<file path="config.mk">
export PLATFORM = sky130hd
export DESIGN_NAME = serial_adder_flat
export DESIGN_NICKNAME = d
export VERILOG_FILES = /design/src/rtl/serial_adder_pkg.sv /design/src/rtl/serial_adder_if.sv /design/src/rtl/serial_adder_full_adder_cell.sv /design/src/rtl/serial_adder.sv /design/src/flat_wrapper.sv
export SDC_FILE = /design/constraint.sdc
export NUM_CORES = 1
export LEC_CHECK = 0
export CAP_MARGIN = 20
export CORE_MARGIN = 3
export CORE_UTILIZATION = 45
export CTS_CLUSTER_DIAMETER = 40
export CTS_CLUSTER_SIZE = 12
export DETAILED_ROUTE_END_ITERATION = 10
export DONT_BUFFER_PORTS = 1
export GPL_TIMING_DRIVEN = 0
export MAX_ROUTING_LAYER = met4
export SLEW_MARGIN = 20
export SYNTH_ARGS = -nofsm -noshare
export SYNTH_HDL_FRONTEND = slang
export SYNTH_SLANG_ARGS = --single-unit
</file>
<file path="constraint.sdc">
create_clock -name clk -period 1.3 [get_ports clk]
set_input_delay 0.195 -clock clk [delete_from_list [all_inputs] [get_ports clk]]
set_output_delay 0.195 -clock clk [all_outputs]
set_load 0.03 [all_outputs]
</file>
<file path="src/rtl/serial_adder_pkg.sv">
// serial_adder_pkg: shared types and constants for the bit-serial adder
package serial_adder_pkg;

    // Operand width used when the instantiating code does not override it
    localparam int DEFAULT_WIDTH = 8;

    // Bit counter sized to index every bit position 0..WIDTH-1
    localparam int DEFAULT_CNT_WIDTH = $clog2(DEFAULT_WIDTH);

    // Operation sequencing: waiting, shifting bits through the cell, presenting the result
    typedef enum logic [1:0] {
        IDLE = 2'd0,
        RUN  = 2'd1,
        DONE = 2'd2
    } state_e;

    // Counter width for an arbitrary operand width (WIDTH >= 2 keeps this at least 1)
    function automatic int cnt_width(input int width);
        return $clog2(width);
    endfunction

endpackage

</file>
<file path="src/rtl/serial_adder_if.sv">
// serial_adder_if: request/result bundle between a requester and the serial adder
interface serial_adder_if
    import serial_adder_pkg::*;
#(
    parameter int WIDTH = DEFAULT_WIDTH
);
    logic             start;
    logic [WIDTH-1:0] a;
    logic [WIDTH-1:0] b;
    logic             cin;
    logic             busy;
    logic             done;
    logic [WIDTH-1:0] sum;
    logic             cout;

    // Requester side drives operands and the start pulse, observes the result
    modport master (
        output start, a, b, cin,
        input  busy, done, sum, cout
    );

    // Adder side consumes operands and produces the result and status
    modport slave (
        input  start, a, b, cin,
        output busy, done, sum, cout
    );
endinterface

</file>
<file path="src/rtl/serial_adder_full_adder_cell.sv">
// full_adder_cell: one-bit combinational full adder
module full_adder_cell (
    input  logic a,
    input  logic b,
    input  logic ci,
    output logic s,
    output logic co
);
    // Sum and majority carry of the three input bits
    always_comb begin
        s  = a ^ b ^ ci;
        co = (a & b) | (a & ci) | (b & ci);
    end
endmodule

</file>
<file path="src/rtl/serial_adder.sv">
// serial_adder: N-bit adder that pushes one bit per cycle through a single full-adder cell
module serial_adder
    import serial_adder_pkg::*;
#(
    parameter int WIDTH = DEFAULT_WIDTH
) (
    input  logic           clk,
    input  logic           rst_n,
    serial_adder_if.slave  bus
);
    localparam int CW = cnt_width(WIDTH);

    state_e           state_q, state_d;
    logic [WIDTH-1:0] op_a_q, op_a_d;
    logic [WIDTH-1:0] op_b_q, op_b_d;
    logic [WIDTH-1:0] work_q, work_d;
    logic [WIDTH-1:0] sum_q, sum_d;
    logic             carry_q, carry_d;
    logic             cout_q, cout_d;
    logic [CW-1:0]    cnt_q, cnt_d;
    logic             fa_s, fa_co;
    logic             last_bit;

    // The cell always sees the current LSBs of both operands and the carry flop
    full_adder_cell u_fa (
        .a  (op_a_q[0]),
        .b  (op_b_q[0]),
        .ci (carry_q),
        .s  (fa_s),
        .co (fa_co)
    );

    assign last_bit = (cnt_q == CW'(WIDTH - 1));

    // Next-state and datapath: load on start, shift each RUN cycle, publish on the last bit
    always_comb begin
        state_d = state_q;
        op_a_d  = op_a_q;
        op_b_d  = op_b_q;
        work_d  = work_q;
        sum_d   = sum_q;
        carry_d = carry_q;
        cout_d  = cout_q;
        cnt_d   = cnt_q;
        case (state_q)
            IDLE: begin
                if (bus.start) begin
                    op_a_d  = bus.a;
                    op_b_d  = bus.b;
                    carry_d = bus.cin;
                    cnt_d   = '0;
                    state_d = RUN;
                end
            end
            RUN: begin
                carry_d = fa_co;
                work_d  = {fa_s, work_q[WIDTH-1:1]};
                op_a_d  = {1'b0, op_a_q[WIDTH-1:1]};
                op_b_d  = {1'b0, op_b_q[WIDTH-1:1]};
                cnt_d   = cnt_q + CW'(1);
                if (last_bit) begin
                    sum_d   = {fa_s, work_q[WIDTH-1:1]};
                    cout_d  = fa_co;
                    state_d = DONE;
                end
            end
            DONE:    state_d = IDLE;
            default: state_d = IDLE;
        endcase
    end

    // State and datapath registers, cleared immediately on reset
    always_ff @(posedge clk or negedge rst_n) begin
        if (!rst_n) begin
            state_q <= IDLE;
            op_a_q  <= '0;
            op_b_q  <= '0;
            work_q  <= '0;
            sum_q   <= '0;
            carry_q <= 1'b0;
            cout_q  <= 1'b0;
            cnt_q   <= '0;
        end else begin
            state_q <= state_d;
            op_a_q  <= op_a_d;
            op_b_q  <= op_b_d;
            work_q  <= work_d;
            sum_q   <= sum_d;
            carry_q <= carry_d;
            cout_q  <= cout_d;
            cnt_q   <= cnt_d;
        end
    end

    // Status decodes straight from the state so they follow an async reset at once
    always_comb begin
        bus.busy = (state_q != IDLE);
        bus.done = (state_q == DONE);
        bus.sum  = sum_q;
        bus.cout = cout_q;
    end
endmodule

</file>
<file path="src/flat_wrapper.sv">
// flat-port wrapper written by rule: the top's interface ports become plain ports
module serial_adder_flat import serial_adder_pkg::*;
#(
    parameter int WIDTH = DEFAULT_WIDTH
)
  (clk, rst_n, bus_start, bus_a, bus_b, bus_cin, bus_busy, bus_done, bus_sum, bus_cout);
  serial_adder_if #(.WIDTH(WIDTH)) bus_i ();
  input  logic clk;
  input  logic rst_n;
  input wire logic [$bits(bus_i.start)-1:0] bus_start;
  input wire logic [$bits(bus_i.a)-1:0] bus_a;
  input wire logic [$bits(bus_i.b)-1:0] bus_b;
  input wire logic [$bits(bus_i.cin)-1:0] bus_cin;
  output wire logic [$bits(bus_i.busy)-1:0] bus_busy;
  output wire logic [$bits(bus_i.done)-1:0] bus_done;
  output wire logic [$bits(bus_i.sum)-1:0] bus_sum;
  output wire logic [$bits(bus_i.cout)-1:0] bus_cout;
  assign bus_i.start = bus_start;
  assign bus_i.a = bus_a;
  assign bus_i.b = bus_b;
  assign bus_i.cin = bus_cin;
  assign bus_busy = bus_i.busy;
  assign bus_done = bus_i.done;
  assign bus_sum = bus_i.sum;
  assign bus_cout = bus_i.cout;
  serial_adder #(.WIDTH(WIDTH)) u_core (.clk(clk), .rst_n(rst_n), .bus(bus_i));
endmodule
</file>
==> impl_metrics.env, run 1 <==
export IMPL_path_buf_inv=0
export IMPL_status="complete, but fails checks"
export IMPL_final_area_um2=2140
export IMPL_power_density_nw_per_um2=2590
export IMPL_final_hold_viol_count=0
export IMPL_end_kind="flip-flop"
export IMPL_violations="negative setup slack"
export IMPL_die_x_um=67.2
export IMPL_synth_largest_area_cell="dfrtp_1"
export IMPL_layout_area_seq_um2=952
export IMPL_clockRootBuffer="clkbuf_8"
export IMPL_synth_compound_area_share_pct=17.5
export IMPL_synth_xor_area_share_pct=0
export IMPL_fillCellCount=287
export IMPL_syn_inst=142
export IMPL_maxSlewViolCount=0
export IMPL_synth_mux_area_share_pct=8.02
export IMPL_ys_ff_latch=38
export IMPL_drc_errors=0
export IMPL_port_buffers=0
export IMPL_clock_fmax_ghz=0.749
export IMPL_wl_per_cell_um=18.6
export IMPL_synth_top_family_by_area="compound AO/OA/AOI/OAI gates"
export IMPL_synth_area_per_cell_um2=11.9
export IMPL_ys_types=24
export IMPL_crit_chain="ha_2 -> ha_4 -> nand2_8 -> mux2_4"
export IMPL_cts_tree="built"
export IMPL_syn_nets=165
export IMPL_clkLatencyLatePin_ns=0.28
export IMPL_dp_hpwl_um=2370
export IMPL_period_share_pct=103
export IMPL_hp_class="in -> reg"
export IMPL_mostFrequentLayoutCells="dfrtp_1, nand2_1, o22ai_1"
export IMPL_drv_cap=0
export IMPL_setup_viol_count_final=10
export IMPL_period_minus_slack_ns=1.34
export IMPL_grt_pass1_vias=1234
export IMPL_grt_pass1_wl_um=6020
export IMPL_via_count=1235
export IMPL_max_stage_delay_ns=0.39
export IMPL_yosys_warnings=0
export IMPL_yosysSeqAreaShare_pct=56.5
export IMPL_crit_type="reg -> reg"
export IMPL_path_clk_slew_ns=0.07
export IMPL_synth_cell_area_um2=1680
export IMPL_diodes=0
export IMPL_final_common_cell="dfrtp_1"
export IMPL_multi_input_area_um2=825
export IMPL_fin_nets=185
export IMPL_core_area_um2=3470
export IMPL_drt_iter0_markers=85
export IMPL_clock_path_buffers=2
export IMPL_gp_congestion=0.729
export IMPL_cts_sinks=38
export IMPL_cp_max_fo=5
export IMPL_cp_arrival_ns=1.50
export IMPL_setup_ws_ns=-0.0351
export IMPL_tightest_slew_ns=0.719
export IMPL_leakage_nw=0.961
export IMPL_cp_start_kind="flip-flop"
export IMPL_grt_usage_pct=19.0
export IMPL_crit_required_ns=1.46
export IMPL_grt_max_degree=39
export IMPL_antenna_found_initial=0
export IMPL_syn_to_final_growth_pct=27.0
export IMPL_layout_drive_gt1_share_pct=37.3
export IMPL_synth_area_leaders="dfrtp_1, o22ai_1, mux2_4, nand2_1, a21oi_1"
export IMPL_final_antenna_net_count=0
export IMPL_dp_cells=188
export IMPL_synth_adder_area_share_pct=2.67
export IMPL_ir_drop_uv=1120
export IMPL_initial_core_util_pct=48.6
export IMPL_num_rows=21
export IMPL_numCtsBuffers=5
export IMPL_overflow=0
export IMPL_dr_pass1_iters=4
export IMPL_cp_slowest_cell="dfrtp_1"
export IMPL_avgViaCountPerCell=5.97
export IMPL_synth_simple_area_share_pct=10.4
export IMPL_pin_count=31
export IMPL_die_h_um=67.2
export IMPL_place_area_um2=1750
export IMPL_relSlewSlack_pct=52.1
export IMPL_layout_cells_non_filler=207
export IMPL_routed_wl_um=3840
export IMPL_finClkSkew_ns=0.00547
export IMPL_power_mw=5.55
export IMPL_rsz0062_at_grt="true"
export IMPL_dieArea_um2=4510
export IMPL_htreeDepth=2
export IMPL_synth_top_area_share_pct=56.5
export IMPL_crit_family="adder cells"
## metrics by stage
stage               hold slack, ns  util (%)  TNS [ns]  setup slack, ns
detailed placement         -0.0995      50.4    -0.887          -0.0936
global route                0.0437      61.7    -0.635          -0.0532
global placement           -0.0997      50.4    -0.479          -0.0875
floorplan                   -0.101         -         0          0.00288
finish                      0.0472      61.7    -0.233          -0.0351
CTS                         0.0453      57.9    -0.375          -0.0627
## worst register-to-register path: cells and delay by family (launching register included)
kind | cells | cell delay (ns)
flip-flops | 1 | 0.39
adder cells (fa/ha/maj) | 2 | 0.42
multiplexers | 1 | 0.30
AND/OR/NAND/NOR | 1 | 0.11
## synth_stat cells (all sizes together)
cell type / count
a21oi: 10
a22o: 2
a2bb2oi: 4
a32o: 1
buf: 7
clkbuf: 1
dfrtp: 38
fa: 1
ha: 2
inv: 4
mux2: 9
nand2: 24
nand2b: 3
nand3b: 2
nor2: 4
nor2b: 2
o21ai: 3
o21bai: 1
o221a: 2
o22ai: 22
## where the power goes
group	internal [mW]	leakage [nW]	switching (mW)	total (mW)
clock network	0.408	0.0431	0.370	0.779
logic	1.27	0.460	1.05	2.32
registers	1.73	0.458	0.710	2.44
## per-layer routing
metal	wire length, um	GRT usage (%)
met5	0	-
met4	70	6.84
met3	225	6.16
met2	2000	30.7
met1	1550	22.1
## cells by family after synthesis
group                    after synthesis
AO/OA/AOI/OAI                         45
adder cells (fa/ha/maj)                3
multiplexers                           9
buffers and inverters                 12
flip-flops                            38
AND/OR/NAND/NOR                       35
## flip-flops by register name, indices dropped and copies added (netlist names)
name / flops
u_core.bus.sum: 8
u_core.op_a_q: 8
u_core.op_b_q: 8
u_core.work_q: 7
u_core.cnt_q: 3
u_core.state_q: 2
u_core.bus.cout: 1
u_core.carry_q: 1
## worst paths after layout
kind,slack [ns],to,cells after the start,from
min in group asynchronous,0.37,u_core.bus.sum[5]$_DFFE_PN0P_,2,rst_n
min,0.05,u_core.op_b_q[7]$_DFFE_PN0P_,2,bus_b[7]
min reg2reg,0.49,u_core.work_q[1]$_DFFE_PN0P_,2,u_core.work_q[1]$_DFFE_PN0P_
max,-0.04,u_core.bus.sum[0]$_DFFE_PN0P_,4,u_core.cnt_q[0]$_DFFE_PN0P_
max in group asynchronous,0.74,u_core.state_q[1]$_DFFE_PN0P_,2,rst_n
max reg2reg,-0.04,u_core.bus.sum[0]$_DFFE_PN0P_,4,u_core.cnt_q[0]$_DFFE_PN0P_
## what timing repair did
action | in CTS | in global routing
resized for setup | 19 | 18
setup endpoints to repair | 12 | 27
endpoints found under the hold margin | 38 | 0
gates cloned | 1 | 3
pin swaps | 3 | 6
hold buffers | 2 | 0
setup buffers | 7 | 1
## area by class of cell
| class | instances | share of cell area (%) |
|---|---|---|
| Tap cell | 46 | 2.69 |
| Buffer | 7 | 3.57 |
| Inverter | 4 | 0.819 |
| Clock buffer | 6 | 3.86 |
| Timing Repair Buffer | 12 | 5.97 |
| Sequential cell | 38 | 44.5 |
| Multi-Input combinational cell | 94 | 38.6 |
Note: power is estimated with default switching activity, not from simulation.
==> run 2: changes to the inputs <==
Settings changed: SKIP_LAST_GASP set to 1.
==> run 2 against run 1 <==
The run still ends with negative setup slack left. Clock skew rose by 0.00094 ns. Register-to-register slack is essentially flat. Final area down 0.82%. Largest power group unchanged. Maximum frequency rose by 0.33%. Die area stayed put. First-iteration DRC count is 16% lower. Sequential share of layout area rose by 0.37 points. Highest routed layer unchanged. Power decreased by 1.3%. Wire length is 1.3% lower. Via count shrank 1.5%. Non-clock buffer count grew 1.
==> impl_metrics.env, run 2 (synthesis gave the netlist of run 1 again) <==
export IMPL_cp_max_fo=5
export IMPL_p_clk_share_pct=14.2
export IMPL_setup_ws_ns=-0.0307
export IMPL_wl_per_cell_um=18.3
export IMPL_via_count=1217
export IMPL_rsz0062_at_grt="true"
export IMPL_max_stage_delay_ns=0.39
export IMPL_cp_slowest_cell="dfrtp_1"
export IMPL_cp_start_kind="flip-flop"
export IMPL_diodes=0
export IMPL_ir_drop_uv=1160
export IMPL_setup_viol_count_final=16
export IMPL_violations="negative setup slack"
export IMPL_port_buffers=0
export IMPL_die_x_um=67.2
export IMPL_drc_errors=0
export IMPL_crit_chain="ha_2 -> ha_4 -> nand2_8 -> mux2_4"
export IMPL_overflow=0
export IMPL_fin_nets=185
export IMPL_maxSlewViolCount=0
export IMPL_internal_power_mw=3.37
export IMPL_status="complete, but fails checks"
export IMPL_drt_iter0_markers=71
export IMPL_dr_pass1_iters=4
export IMPL_finClkSkew_ns=0.00641
export IMPL_p_seq_share_pct=44.5
export IMPL_power_density_nw_per_um2=2580
export IMPL_leakage_nw=0.955
export IMPL_gp_congestion=0.729
export IMPL_grt_pass1_wl_um=5920
export IMPL_layout_drive_gt1_share_pct=37.9
export IMPL_cp_arrival_ns=1.49
export IMPL_final_hold_viol_count=0
export IMPL_path_clk_slew_ns=0.07
export IMPL_grt_pass1_vias=1211
export IMPL_clockRootBuffer="clkbuf_8"
export IMPL_num_rows=21
export IMPL_cts_tree="built"
export IMPL_routed_wl_um=3790
export IMPL_avgViaCountPerCell=5.88
export IMPL_crit_family="adder cells"
export IMPL_clock_path_buffers=2
export IMPL_crit_type="reg -> reg"
export IMPL_dp_hpwl_um=2370
export IMPL_p_switching_mw=2.11
export IMPL_period_share_pct=102
export IMPL_pwr_share_comb_pct=41.3
export IMPL_die_h_um=67.2
export IMPL_htreeDepth=2
export IMPL_tightest_slew_ns=0.733
export IMPL_pin_count=31
export IMPL_mostFrequentLayoutCells="dfrtp_1, nand2_1, o22ai_1, mux2_4, o22ai_2"
export IMPL_drv_cap=0
export IMPL_initial_core_util_pct=48.6
export IMPL_end_kind="flip-flop"
export IMPL_period_minus_slack_ns=1.33
export IMPL_core_area_um2=3470
export IMPL_relSlewSlack_pct=51.2
export IMPL_crit_required_ns=1.46
export IMPL_grt_max_degree=39
export IMPL_final_antenna_net_count=0
export IMPL_switching_share_pct=38.5
export IMPL_final_common_cell="dfrtp_1"
export IMPL_clkLatencyLatePin_ns=0.28
export IMPL_syn_to_final_growth_pct=25.9
export IMPL_cts_sinks=38
export IMPL_hp_class="in -> reg"
export IMPL_clock_fmax_ghz=0.751
export IMPL_grt_usage_pct=18.7
export IMPL_path_buf_inv=0
export IMPL_dieArea_um2=4510
export IMPL_numCtsBuffers=5
export IMPL_setup_tns_ns=-0.270
export IMPL_antenna_found_initial=0
export IMPL_dp_slack_ns=-0.0936
export IMPL_final_util_pct=61.1
[run 2: cell types whose count changed in the layout (fill, tap and decap cells not counted)]
cell       before  now
buf_6           4    6
a21oi_1         9    8
a21oi_2         1    2
clkbuf_16       1    0
nand2b_4        3    2
nor2_2          0    1
nor2_4          3    2
[run 2: layout make-up]
cell class | instances | area, um^2
Multi-Input combinational cell | 93 | 810
Fill cell | 290 | 1350
Sequential cell | 38 | 952
Clock buffer | 6 | 82.6
Buffer | 8 | 87.6
Inverter | 4 | 17.5
Tap cell | 46 | 57.6
Timing Repair Buffer | 12 | 114
[run 2: routing by layer]
metal  track usage [%]  wire length, um  part of all wire, %  up-vias
li1                  -                -                    -      557
met1              21.5             1620                   43      626
met2              30.7             1980                   52       30
met3              6.16              153                  4.0        4
met4              6.58               30                 0.79        0
met5                 -                0                    0        -
[run 2: worst register-to-register path: stages, from the launching register on]
cell	delay (ns)
dfrtp_1	0.39
ha_2	0.20
ha_4	0.21
nand2_8	0.11
mux2_4	0.30
[run 2: worst paths after layout]
path	start	endpoint	slack [ns]	cells past startpoint
setup / recovery	u_core.cnt_q[0]$_DFFE_PN0P_	u_core.bus.sum[0]$_DFFE_PN0P_	-0.03	4
hold / removal	bus_b[7]	u_core.op_b_q[7]$_DFFE_PN0P_	0.05	2
setup reg to reg	u_core.cnt_q[0]$_DFFE_PN0P_	u_core.bus.sum[0]$_DFFE_PN0P_	-0.03	4
hold reg to reg	u_core.work_q[1]$_DFFE_PN0P_	u_core.work_q[1]$_DFFE_PN0P_	0.49	2
max in group asynchronous	rst_n	u_core.state_q[1]$_DFFE_PN0P_	0.74	2
min in group asynchronous	rst_n	u_core.bus.sum[5]$_DFFE_PN0P_	0.37	2
[run 2: through the flow]
step / hold slack, ns / cell area (um^2) / power (mW) / std cells
2_1_floorplan: -0.101 / 1690 / 3.76 / 142
3_5_place_dp: -0.0995 / 1750 / 4.16 / 188
4_1_cts: 0.0453 / 1980 / 5.23 / 204
6_report: 0.0497 / 2120 / 5.47 / 207
5_1_grt: 0.0482 / 2120 / 5.84 / 207
3_3_place_gp: -0.0997 / 1750 / 4.03 / 188
[run 2: repair_timing]
action                                 in CTS  in global routing
gates cloned                                1                  2
gates resized for setup                    13                 26
endpoints found under the hold margin      38                  0
setup endpoints to repair                  12                 29
buffers inserted                            7                  1
pin swaps                                   1                 13
hold buffers                                2                  0
[run 2: power groups by stage]
stage | Combinational, mW | Sequential [mW] | Clock, mW
floorplan | 1.46 | 2.30 | 0
global placement | 1.64 | 2.39 | 0
detailed placement | 1.73 | 2.42 | 0
CTS | 2.03 | 2.40 | 0.798
global route | 2.48 | 2.51 | 0.858
finish | 2.26 | 2.43 | 0.777
==> run 3: changes to the inputs <==
Settings changed: ABC_AREA set to 1.
==> run 3 against run 2 <==
Critical endpoint is now bus_done. Largest power group is now combinational cells. Die area up 8.4%. Synthesized cell count increased by 56%. Wire length rose by 9.2%. Final cell count up 49%. Utilization increased by 1.2 points. Worst hold slack worse by 0.022 ns. Global-route usage down 0.61 points. Setup slack worse by 0.018 ns. Flip-flop and latch count did not move. Highest routed layer unchanged. Sequential share of layout area down 4.7 points. Clock skew shrank 0.0011 ns. Non-clock buffer count increased by 21. The run still ends with negative setup slack left.
==> impl_metrics.env, run 3 <==
export IMPL_ys_ff_latch=38
export IMPL_clock_fmax_ghz=0.742
export IMPL_die_h_um=69.9
export IMPL_htreeDepth=2
export IMPL_status="complete, but fails checks"
export IMPL_synth_area_per_cell_um2=8.28
export IMPL_routed_wl_um=4140
export IMPL_yosys_warnings=0
export IMPL_dp_cells=270
export IMPL_ir_drop_uv=1130
export IMPL_grt_usage_pct=18.1
export IMPL_synth_top_area_share_pct=51.7
export IMPL_end_kind="primary output"
export IMPL_power_density_nw_per_um2=2410
export IMPL_antenna_found_initial=0
export IMPL_setup_ws_ns=-0.0485
export IMPL_cp_arrival_ns=1.15
export IMPL_fillCellCount=320
export IMPL_final_hold_viol_count=0
export IMPL_routed_top_layer="met4"
export IMPL_drt_iter0_markers=107
export IMPL_finClkSkew_ns=0.00536
export IMPL_dp_slack_ns=-0.0612
export IMPL_crit_type="reg -> out"
export IMPL_dp_hpwl_um=2500
export IMPL_die_x_um=69.9
export IMPL_maxSlewViolCount=0
export IMPL_rsz0062_at_grt="true"
export IMPL_layout_drive_gt1_share_pct=27.3
export IMPL_period_minus_slack_ns=1.35
export IMPL_leakage_nw=1.27
export IMPL_crit_family="flip-flops"
export IMPL_final_antenna_net_count=0
export IMPL_wl_per_cell_um=13.4
export IMPL_dr_pass1_iters=4
export IMPL_pin_count=31
export IMPL_max_stage_delay_ns=0.39
export IMPL_layout_cells_non_filler=308
export IMPL_clkLatencyLatePin_ns=0.29
export IMPL_synth_common_cells="nand2_1, nand3_1, dfrtp_1"
export IMPL_wl_met3_um=177
export IMPL_syn_to_final_growth_pct=28.7
export IMPL_wl_met1_um=1940
export IMPL_numCtsBuffers=5
export IMPL_ys_types=19
export IMPL_dieArea_um2=4890
export IMPL_synth_largest_area_cell="dfrtp_1"
export IMPL_cts_tree="built"
export IMPL_cp_slowest_cell="dfrtp_1"
export IMPL_synth_edf_count=0
export IMPL_crit_chain="buf_6 -> buf_8 -> nor2_4"
export IMPL_avgViaCountPerCell=5.03
export IMPL_drv_cap=0
export IMPL_diodes=0
export IMPL_initial_core_util_pct=48.4
export IMPL_clock_path_buffers=2
export IMPL_relSlewSlack_pct=78.2
export IMPL_violations="negative setup slack"
export IMPL_core_area_um2=3800
export IMPL_syn_nets=245
export IMPL_synth_cell_area_um2=1840
export IMPL_synth_area_leaders="dfrtp_1, nand3_1, nand2_1, inv_1, o21ai_2"
export IMPL_yosysMostFrequentCell="nand2_1"
export IMPL_drc_errors=0
export IMPL_grt_pass1_vias=1528
export IMPL_num_rows=22
export IMPL_crit_required_ns=1.11
export IMPL_setup_tns_ns=-0.132
export IMPL_via_count=1548
export IMPL_final_common_cell="nand2_1"
export IMPL_overflow=0
export IMPL_path_buf_inv=2
export IMPL_syn_inst=222
export IMPL_port_buffers=0
export IMPL_async_reset_ff_share_pct=100
export IMPL_fin_nets=282
export IMPL_period_share_pct=104
export IMPL_mostFrequentLayoutCells="nand2_1, nand3_1, dfrtp_1, inv_1, buf_4"
export IMPL_hp_class="in -> reg"
export IMPL_grt_pass1_wl_um=6900
export IMPL_grt_max_degree=39
export IMPL_tightest_slew_ns=0.327
export IMPL_cp_start_kind="flip-flop"
export IMPL_setup_viol_count_final=7
export IMPL_final_area_um2=2370
export IMPL_yosysSeqAreaShare_pct=51.7
export IMPL_cts_sinks=38
export IMPL_cp_max_fo=5
export IMPL_gp_congestion=0.807
export IMPL_clockRootBuffer="clkbuf_8"
export IMPL_path_clk_slew_ns=0.07
export IMPL_place_area_um2=1900
export IMPL_synth_ff_type="dfrtp_1"
export IMPL_met2_length_um=1950
## run 3: changes by cell type after synthesis, moves of 4 or more
cell	delta
o21ai_1	+4
o22ai_1	-22
a21oi_1	-8
a2bb2oi_1	-4
o21ai_2	+5
nand3_1	+47
mux2_4	-9
nand2_1	+34
inv_1	+32
## run 3: metal layers
layer | up-vias | global-route usage (%)
met5 | - | -
met1 | 738 | 23.7
met3 | 9 | 5.04
met4 | 0 | 5.74
li1 | 760 | -
met2 | 41 | 27.4
## run 3: worst reg2reg max path, delay by kind of cell (launching register included)
family | cells | cell delay, ns
flip-flops | 1 | 0.39
AND/OR/NAND/NOR | 2 | 0.16
adder cells (fa/ha/maj) | 2 | 0.35
buffers and inverters | 3 | 0.26
AO/OA/AOI/OAI | 1 | 0.05
## run 3: cells by family after synthesis
family                   Yosys count  share of synthesized area [%]
AND/OR/NAND/NOR                  114                           27.8
buffers and inverters             50                           12.4
flip-flops                        38                           51.7
AO/OA/AOI/OAI                     17                           5.65
adder cells (fa/ha/maj)            3                           2.45
## run 3: area by class of cell
type	count	area, um^2	area share (%)
clock inverter	1	5.00	0.211
tap	48	60.1	2.54
sequential	38	952	40.2
buffer	10	101	4.28
clock buffer	7	86.3	3.65
multi-input combinational	134	706	29.8
timing repair buffer	31	300	12.7
inverter	39	156	6.61
## run 3: where the power goes
| part | internal (mW) | switching, mW | total (mW) | leakage [nW] |
|---|---|---|---|---|
| Clock | 0.428 | 0.400 | 0.828 | 0.0482 |
| Combinational | 1.20 | 1.40 | 2.60 | 0.753 |
| Sequential | 1.73 | 0.556 | 2.28 | 0.469 |
| Total | 3.35 | 2.36 | 5.71 | 1.27 |
## run 3: path summary, 6_finish.rpt
| kind | startpoint | to | slack (ns) | depth (start not counted) |
|---|---|---|---|---|
| setup / recovery | u_core.state_q[0]$_DFFE_PN0P_ | bus_done | -0.05 | 3 |
| hold / removal | bus_b[7] | u_core.op_b_q[7]$_DFFE_PN0P_ | 0.03 | 2 |
| setup reg to reg | u_core.cnt_q[0]$_DFFE_PN0P_ | u_core.bus.sum[7]$_DFFE_PN0P_ | -0.02 | 8 |
| hold reg to reg | u_core.work_q[1]$_DFFE_PN0P_ | u_core.bus.sum[0]$_DFFE_PN0P_ | 0.48 | 2 |
| max in group asynchronous | rst_n | u_core.state_q[1]$_DFFE_PN0P_ | 0.74 | 2 |
| min in group asynchronous | rst_n | u_core.op_a_q[2]$_DFFE_PN0P_ | 0.35 | 2 |
## run 3: timing repair
item	4_1_cts	5_1_grt
pin swaps	5	5
endpoints found under the setup margin	11	18
endpoints found under the hold margin	38	0
gates cloned	1	0
setup buffers	6	22
hold buffers	2	0
gates resized for setup	15	16
## run 3: metrics by stage
| step | hold slack [ns] | power, mW | utilization (%) |
|---|---|---|---|
| 6_report | 0.0279 | 5.71 | 62.3 |
| 5_1_grt | 0.0355 | 6.23 | 62.3 |
| 4_1_cts | 0.0210 | 5.36 | 56.9 |
| 3_5_place_dp | -0.0997 | 4.21 | 50.1 |
| 3_3_place_gp | -0.0995 | 4.13 | 50.1 |
| 2_1_floorplan | -0.101 | 3.78 | - |
